## src/rtl/mmem_access_ctrl.sv

```systemverilog
// mmem_access_ctrl: requester-side controller for the dual-port mmem RAM.
// Client 0 drives RAM port A and client 1 drives RAM port B. After reset the
// controller writes INIT_VALUE to every RAM word before accepting client traffic.
// Only one write reaches the RAM per cycle, and client 0 wins a write collision.
//
// Handshake: a client request transfers in any cycle where valid and ready are
// both 1. ready is combinational from state, valid and we. The client holds its
// fields stable until ready. Read data returns one cycle after acceptance,
// flagged by a single-cycle rvalid. rdata then holds until the next read.
//
// Optional build macro MMEM_WR_FWD_EN: a read that hits the address written by
// the other client in the same cycle returns the newly written data instead of
// the RAM's old data.
module mmem_access_ctrl #(
    parameter int              AW         = 5,
    parameter int              DW         = 32,
    parameter logic [DW-1:0]   INIT_VALUE = '0
) (
    input  logic          clk_a,
    input  logic          reset,
    input  logic          c0_valid,
    input  logic          c0_we,
    input  logic [AW-1:0] c0_addr,
    input  logic [DW-1:0] c0_wdata,
    output logic          c0_ready,
    output logic          c0_rvalid,
    output logic [DW-1:0] c0_rdata,
    input  logic          c1_valid,
    input  logic          c1_we,
    input  logic [AW-1:0] c1_addr,
    input  logic [DW-1:0] c1_wdata,
    output logic          c1_ready,
    output logic          c1_rvalid,
    output logic [DW-1:0] c1_rdata,
    output logic          init_done,
    output logic [AW-1:0] ram_address_a,
    output logic [DW-1:0] ram_data_a,
    output logic          ram_wren_a,
    output logic          ram_rden_a,
    input  logic [DW-1:0] ram_q_a,
    output logic [AW-1:0] ram_address_b,
    output logic [DW-1:0] ram_data_b,
    output logic          ram_wren_b,
    output logic          ram_rden_b,
    input  logic [DW-1:0] ram_q_b
);

    typedef enum logic {S_CLEAR = 1'b0, S_RUN = 1'b1} state_t;

    state_t        state_q, state_d;
    logic [AW-1:0] cnt_q, cnt_d;

    logic          rd0, wr0, rd1, wr1;
    logic          rvalid0_q, rvalid1_q;
    logic [DW-1:0] hold0_q, hold1_q;
    logic [DW-1:0] rsrc0, rsrc1;

    // State register and clear counter.
    always_ff @(posedge clk_a) begin
        if (reset) begin
            state_q <= S_CLEAR;
            cnt_q   <= '0;
        end else begin
            state_q <= state_d;
            cnt_q   <= cnt_d;
        end
    end

    // Next state: walk the clear counter over all words, then run forever.
    always_comb begin
        state_d = state_q;
        cnt_d   = cnt_q;
        case (state_q)
            S_CLEAR: begin
                cnt_d = cnt_q + {{(AW-1){1'b0}}, 1'b1};
                if (cnt_q == {AW{1'b1}}) state_d = S_RUN;
            end
            default: state_d = S_RUN;
        endcase
    end

    // Handshake and RAM issue. A stalled client 1 write leaves port B idle.
    always_comb begin
        c0_ready      = (state_q == S_RUN);
        c1_ready      = (state_q == S_RUN) & ~(c0_valid & c0_we & c1_we);
        rd0           = c0_valid & c0_ready & ~c0_we;
        wr0           = c0_valid & c0_ready &  c0_we;
        rd1           = c1_valid & c1_ready & ~c1_we;
        wr1           = c1_valid & c1_ready &  c1_we;
        ram_wren_a    = 1'b0;
        ram_rden_a    = 1'b0;
        ram_address_a = c0_addr;
        ram_data_a    = c0_wdata;
        ram_wren_b    = wr1;
        ram_rden_b    = rd1;
        ram_address_b = c1_addr;
        ram_data_b    = c1_wdata;
        if (state_q == S_CLEAR) begin
            // Clear writes are held off while reset is still asserted.
            ram_wren_a    = ~reset;
            ram_address_a = cnt_q;
            ram_data_a    = INIT_VALUE;
        end else begin
            ram_wren_a = wr0;
            ram_rden_a = rd0;
        end
    end

    assign init_done = (state_q == S_RUN);

`ifdef MMEM_WR_FWD_EN
    logic          fwd0_q, fwd1_q;
    logic [DW-1:0] fwd_data0_q, fwd_data1_q;

    // Capture a cross-client write that hits the address being read this cycle.
    always_ff @(posedge clk_a) begin
        if (reset) begin
            fwd0_q      <= 1'b0;
            fwd1_q      <= 1'b0;
            fwd_data0_q <= '0;
            fwd_data1_q <= '0;
        end else begin
            fwd0_q      <= rd0 & wr1 & (c0_addr == c1_addr);
            fwd1_q      <= rd1 & wr0 & (c1_addr == c0_addr);
            fwd_data0_q <= c1_wdata;
            fwd_data1_q <= c0_wdata;
        end
    end

    assign rsrc0 = fwd0_q ? fwd_data0_q : ram_q_a;
    assign rsrc1 = fwd1_q ? fwd_data1_q : ram_q_b;
`else
    assign rsrc0 = ram_q_a;
    assign rsrc1 = ram_q_b;
`endif

    // Read return: rvalid one cycle after acceptance, rdata held between reads.
    always_ff @(posedge clk_a) begin
        if (reset) begin
            rvalid0_q <= 1'b0;
            rvalid1_q <= 1'b0;
            hold0_q   <= '0;
            hold1_q   <= '0;
        end else begin
            rvalid0_q <= rd0;
            rvalid1_q <= rd1;
            hold0_q   <= c0_rdata;
            hold1_q   <= c1_rdata;
        end
    end

    assign c0_rvalid = rvalid0_q;
    assign c1_rvalid = rvalid1_q;
    assign c0_rdata  = rvalid0_q ? rsrc0 : hold0_q;
    assign c1_rdata  = rvalid1_q ? rsrc1 : hold1_q;

endmodule
```

## config.mk

```make
export PLATFORM = sky130hd
export DESIGN_NAME = mmem_access_ctrl
export DESIGN_NICKNAME = d
export VERILOG_FILES = /design/src/rtl/mmem_access_ctrl.sv
export SDC_FILE = /design/constraint.sdc
export NUM_CORES = 1
export LEC_CHECK = 0
export CAP_MARGIN = 20
export CORE_MARGIN = 8
export CORE_UTILIZATION = 30
export CTS_CLUSTER_SIZE = 14
export DETAILED_ROUTE_END_ITERATION = 16
export PLACE_DENSITY = 0.74
export SYNTH_ARGS = -nofsm -noshare
export SYNTH_HDL_FRONTEND = slang
export SYNTH_SLANG_ARGS = --single-unit
export TNS_END_PERCENT = 1
```

## constraint.sdc

```tcl
create_clock -name clk_a -period 1.45 [get_ports clk_a]
set_input_delay 0.145 -clock clk_a [delete_from_list [all_inputs] [get_ports clk_a]]
set_output_delay 0.145 -clock clk_a [all_outputs]
set_load 0.005 [all_outputs]
```

# Yosys cells after proc, flatten, opt, wreduce, memory -nomap -nowiden
# Cells that the tools add are included.
# totals
regBits	72
latchBits	0
ram_bits	0
rom_bits	0
input_bits	144
word_cells	29
mem_count	0
# op_classes
add_sub_neg	1
multipliers	0
div	0
order_cmp	0
eq_ne	1
n_shift	0
mux	8
n_bitwise	13
n_reduce_logical	0
# op_table
operator	count
32-bit two-way mux	3
1-bit bitwise AND	9
5-bit by 1-bit adder with 5-bit output, second input constant	1
5-bit equality test, second input constant	1
5-bit two-way mux	1
1-bit two-way mux	4
1-bit NOT	4

# Longest topological paths before layout
# logic_depth
word_depth	6
ltp_mapped	5
mapped_depth_nobuf	5

# Worst setup path before layout
# Ideal clock, no wire load.
# synth_timing
path_kind	register -> register
start	reg cnt_q[0]
end	reg cnt_q[4]
arrival_time_ns	1.092
slack_ns	0.230
path_stages_with_launch	6
path_buffers	0
synth_period_minus_slack_ns	1.220
cell_sequence	dfxtp_1 ha_1 and3_1 ha_1 mux2i_1 nor2_1
# synth_via
elab_chain_cells	1
# synth_lines
item	line	text
from (decl)	51	logic [AW-1:0] cnt_q, cnt_d;
from (signal assigned)	65	cnt_q <= cnt_d;
5-bit by 1-bit adder with 5-bit output	75	cnt_d = cnt_q + {{(AW-1){1'b0}}, 1'b1};
# No other way between the ends.
# A chain may end at the register's enable or synchronous reset.

# Final worst setup path
# layout_timing
start	reg rvalid1_q (netlist: c1_rvalid)
end	out c1_rdata[25]
# layout_via
elab_chain_cells	1
# layout_lines
item	line	text
from (decl)	54	logic rvalid0_q, rvalid1_q;
from (signal assigned)	146	rvalid1_q <= rd1;
32-bit two-way mux	155	assign c1_rdata = rvalid1_q ? rsrc1 : hold1_q;
to (decl)	34	output logic [DW-1:0] c1_rdata,
# No other way between the ends.

==> results.yml <==
status:
  status: "finished with violations"
  violations: "setup timing"
finish:
  post-route-util: 0.535
  area_growth_pct: 75.4
  nNetsFinal: 675
  drive_gt1_frac: 0.435
  num_antenna_cells: 0
  fin_area_sq_um: 6400
clock_network:
  insertion_delay_ns: 0.33
  cts_buffer_depth: 2
  clk_pin_slew_worst_paths_ns: 0.05
  tritoncts: "yes"
  hold_buffers: 0
  h-tree-depth: 3
  clock-sinks: 72
  cts-buffers-inserted: 9
  cts_root_buf: "clkbuf_16"
detailed_routing:
  drc: 0
  routed_wl_um: 12300
  avgViaCountPerCell: 4.32
  wl_per_cell_um: 18.1
  drtAntennaViolNets: 0
  num_vias: 2935
  first_iter_violations: 83
  dr.pass1.iters: 4
synthesis:
  synth_fa_ha_area_frac: 0.00686
  synth_top_family_by_area: "multiplexers"
  ys_top_cells_by_area: "dfxtp_1 (40%), mux2_4 (25%), nor2b_1 (11%)"
  syn_avg_cell_area_sq_um: 11.2
  synth_cell_types: 24
  synthCells: 325
  synthXorXnorAreaFrac: 0.00720
  ys_warn_count: 0
  synth-seq-cells: 72
  syn_nets: 471
  yosys.area_share.simple: 0.187
  async_reset_ff_frac: 0
  synth_common_cells: "dfxtp_1 (72), nor2b_1 (65), mux2_4 (60), buf_4 (39), and2_1 (32)"
  synth_top_area_frac: 0.395
  synthMuxAreaShare: 0.280
  synth-seq-area-share: 0.395
  yosysMostFrequentCell: "dfxtp_1"
  synth_area_sq_um: 3650
  synth-compound-area-share: 0.00446
  synth-edff-count: 0
  yosysTopAreaCell: "dfxtp_1"
  synth_flop_cell: "dfxtp_1"
power:
  p_switching_uw: 940
  switching_share: 0.216
  ir_drop_v: 0.000588
  power_frac_seq: 0.458
  p_per_area_nw_per_um2: 679
  pwr-share-clk: 0.454
  p_leak_uw: 0.00281
  combinationalPowerShare: 0.088
  p_int_uw: 3400
timing:
  hold_viol_final: 0
  fin_ws_ns: -0.194
  fin_hold_ws_ns: 0.290
  drv_slew: 0
  period_minus_slack_ns: 1.64
  max_slew_margin: 0.776
  max_freq_ghz: 0.608
  rsz0062_at_grt: "yes"
  tightest_slew_ns: 0.337
  setup_violations: 58
  fin_skew_ns: 0.00811
  fin_crit_sh: 1.13
critical_path:
  critical_path_class: "flop to output pin"
  r2r_cells: 5
  r2r-end: "hold1_q[23]"
  cp.arrival_ns: 1.50
  worstSetupStartpointType: "flop"
  end_kind: "output pin"
  cp_max_fo: 5
  reg2reg_from: "c1_rvalid"
  rrSetupSlack_ns: 0.02
  worstPathRequired_ns: 1.31
global_routing:
  antenna_found_initial: 0
  grt_pass1_wl_um: 18800
  grt_max_degree: 73
  grt_pass1_vias: 3256
  grt_use_total: 0.151
  grt-ovfl-total: 0
worst_hold_path:
  min_path_type: "primary input to output pin"
  min_from: "c1_wdata[2]"
  whs_path_depth: 0
  min_to: "ram_data_b[2]"
floorplan:
  core_area_sq_um: 12000
  die_h_um: 126
  die_x_um: 126
  num_rows: 40
  ios: 291
  initial_utilization: 0.305
  die-area_sq_um: 15900
place:
  dpl_cell_area_sq_um: 5710
  io_buffers: 216
  detailed_place_hpwl_um: 8770
  place.gp.congestion: 0.707
run:
  maxCapViolations: 0
[how the worst max path moves through the flow]
| stage | startpoint | end | slack (ns) | depth (start not counted) |
|---|---|---|---|---|
| after global routing | c1_rvalid | c1_rdata[14] | -0.24 | 5 |
| after detailed placement | c0_we | ram_rden_a | -0.11 | 4 |
| after global placement | c0_we | ram_rden_a | -0.10 | 4 |
| final | c1_rvalid | c1_rdata[25] | -0.19 | 4 |
| after floorplan | cnt_q[0] | cnt_q[4] | 0.23 | 5 |
| after CTS | c1_rvalid | c1_rdata[23] | -0.23 | 4 |
[registers in the layout, indices dropped and copies added (netlist names)]
| name | count |
|---|---|
| c0_ready | 1 |
| c0_rvalid | 1 |
| c1_rvalid | 1 |
| cnt_q | 5 |
| hold0_q | 32 |
| hold1_q | 32 |
[routing by layer]
| layer | vias to the layer above | global-route usage | share of wire |
|---|---|---|---|
| met5 | - | 0 | 0 |
| li1 | 1422 | - | - |
| met2 | 133 | 0.261 | 0.50 |
| met1 | 1358 | 0.163 | 0.39 |
| met3 | 22 | 0.0616 | 0.084 |
| met4 | 0 | 0.0545 | 0.018 |
[kinds of logic after synthesis]
| kind of cell | after synthesis |
|---|---|
| simple gates | 114 |
| xor+xnor | 3 |
| buf+inv | 60 |
| compound gates | 3 |
| mux | 71 |
| flops | 72 |
| fa+ha+maj | 2 |
[critical path, stage by stage, from the launching register on]
cell and delay, ns:
dfxtp_4 0.36, buf_4 0.13, bufbuf_16 0.26, mux2_4 0.30, buf_6 0.12
[placed cells by master (no fill, tap or decap), types with 4 or more instances in the layout]
| cell type | count |
|---|---|
| buf_2 | 17 |
| nor2_1 | 9 |
| clkinv_2 | 4 |
| nor2b_1 | 65 |
| buf_12 | 10 |
| and2_4 | 7 |
| mux2_2 | 4 |
| clkbuf_2 | 18 |
| dlygate4sd2_1 | 4 |
| buf_4 | 9 |
| buf_6 | 74 |
| mux2_4 | 65 |
| clkdlybuf4s15_1 | 5 |
| clkbuf_16 | 9 |
| and2_1 | 25 |
| clkdlybuf4s50_1 | 105 |
| dfxtp_1 | 69 |
| buf_16 | 6 |
[power by group through the flow]
stage	Sequential (uW)	Clock, uW	Combinational, uW
finish	1990	1970	382
global route	1990	2140	409
CTS	1990	2040	379
detailed placement	2040	0	383
global placement	2040	0	377
floorplan	2040	0	135
[what timing repair did]
| action | in CTS | in global routing |
|---|---|---|
| hold endpoints to repair | 0 | 0 |
| setup endpoints to repair | 110 | 93 |
| cloned | 10 | 0 |
| gates resized for setup | 465 | 38 |
| buffers inserted | 14 | 3 |
[metrics by stage]
stage	power [uW]	TNS [ns]	instances	setup WS [ns]
2_1_floorplan	2170	0	325	0.230
3_3_place_gp	2410	-1.95	640	-0.100
3_5_place_dp	2420	-3.46	640	-0.107
4_1_cts	4410	-10.72	679	-0.231
5_1_grt	4540	-11.34	680	-0.244
6_report	4340	-7.43	680	-0.194
[cell type report]
class | instances | area [sq um]
multi-input combinational | 193 | 1810
clock inverter | 6 | 36.3
sequential | 72 | 1450
inverter | 1 | 3.75
clock buffer | 9 | 225
timing repair buffer | 252 | 2690
tap | 147 | 184
fill | 1055 | 5560
(Power assumes the default switching activity.)
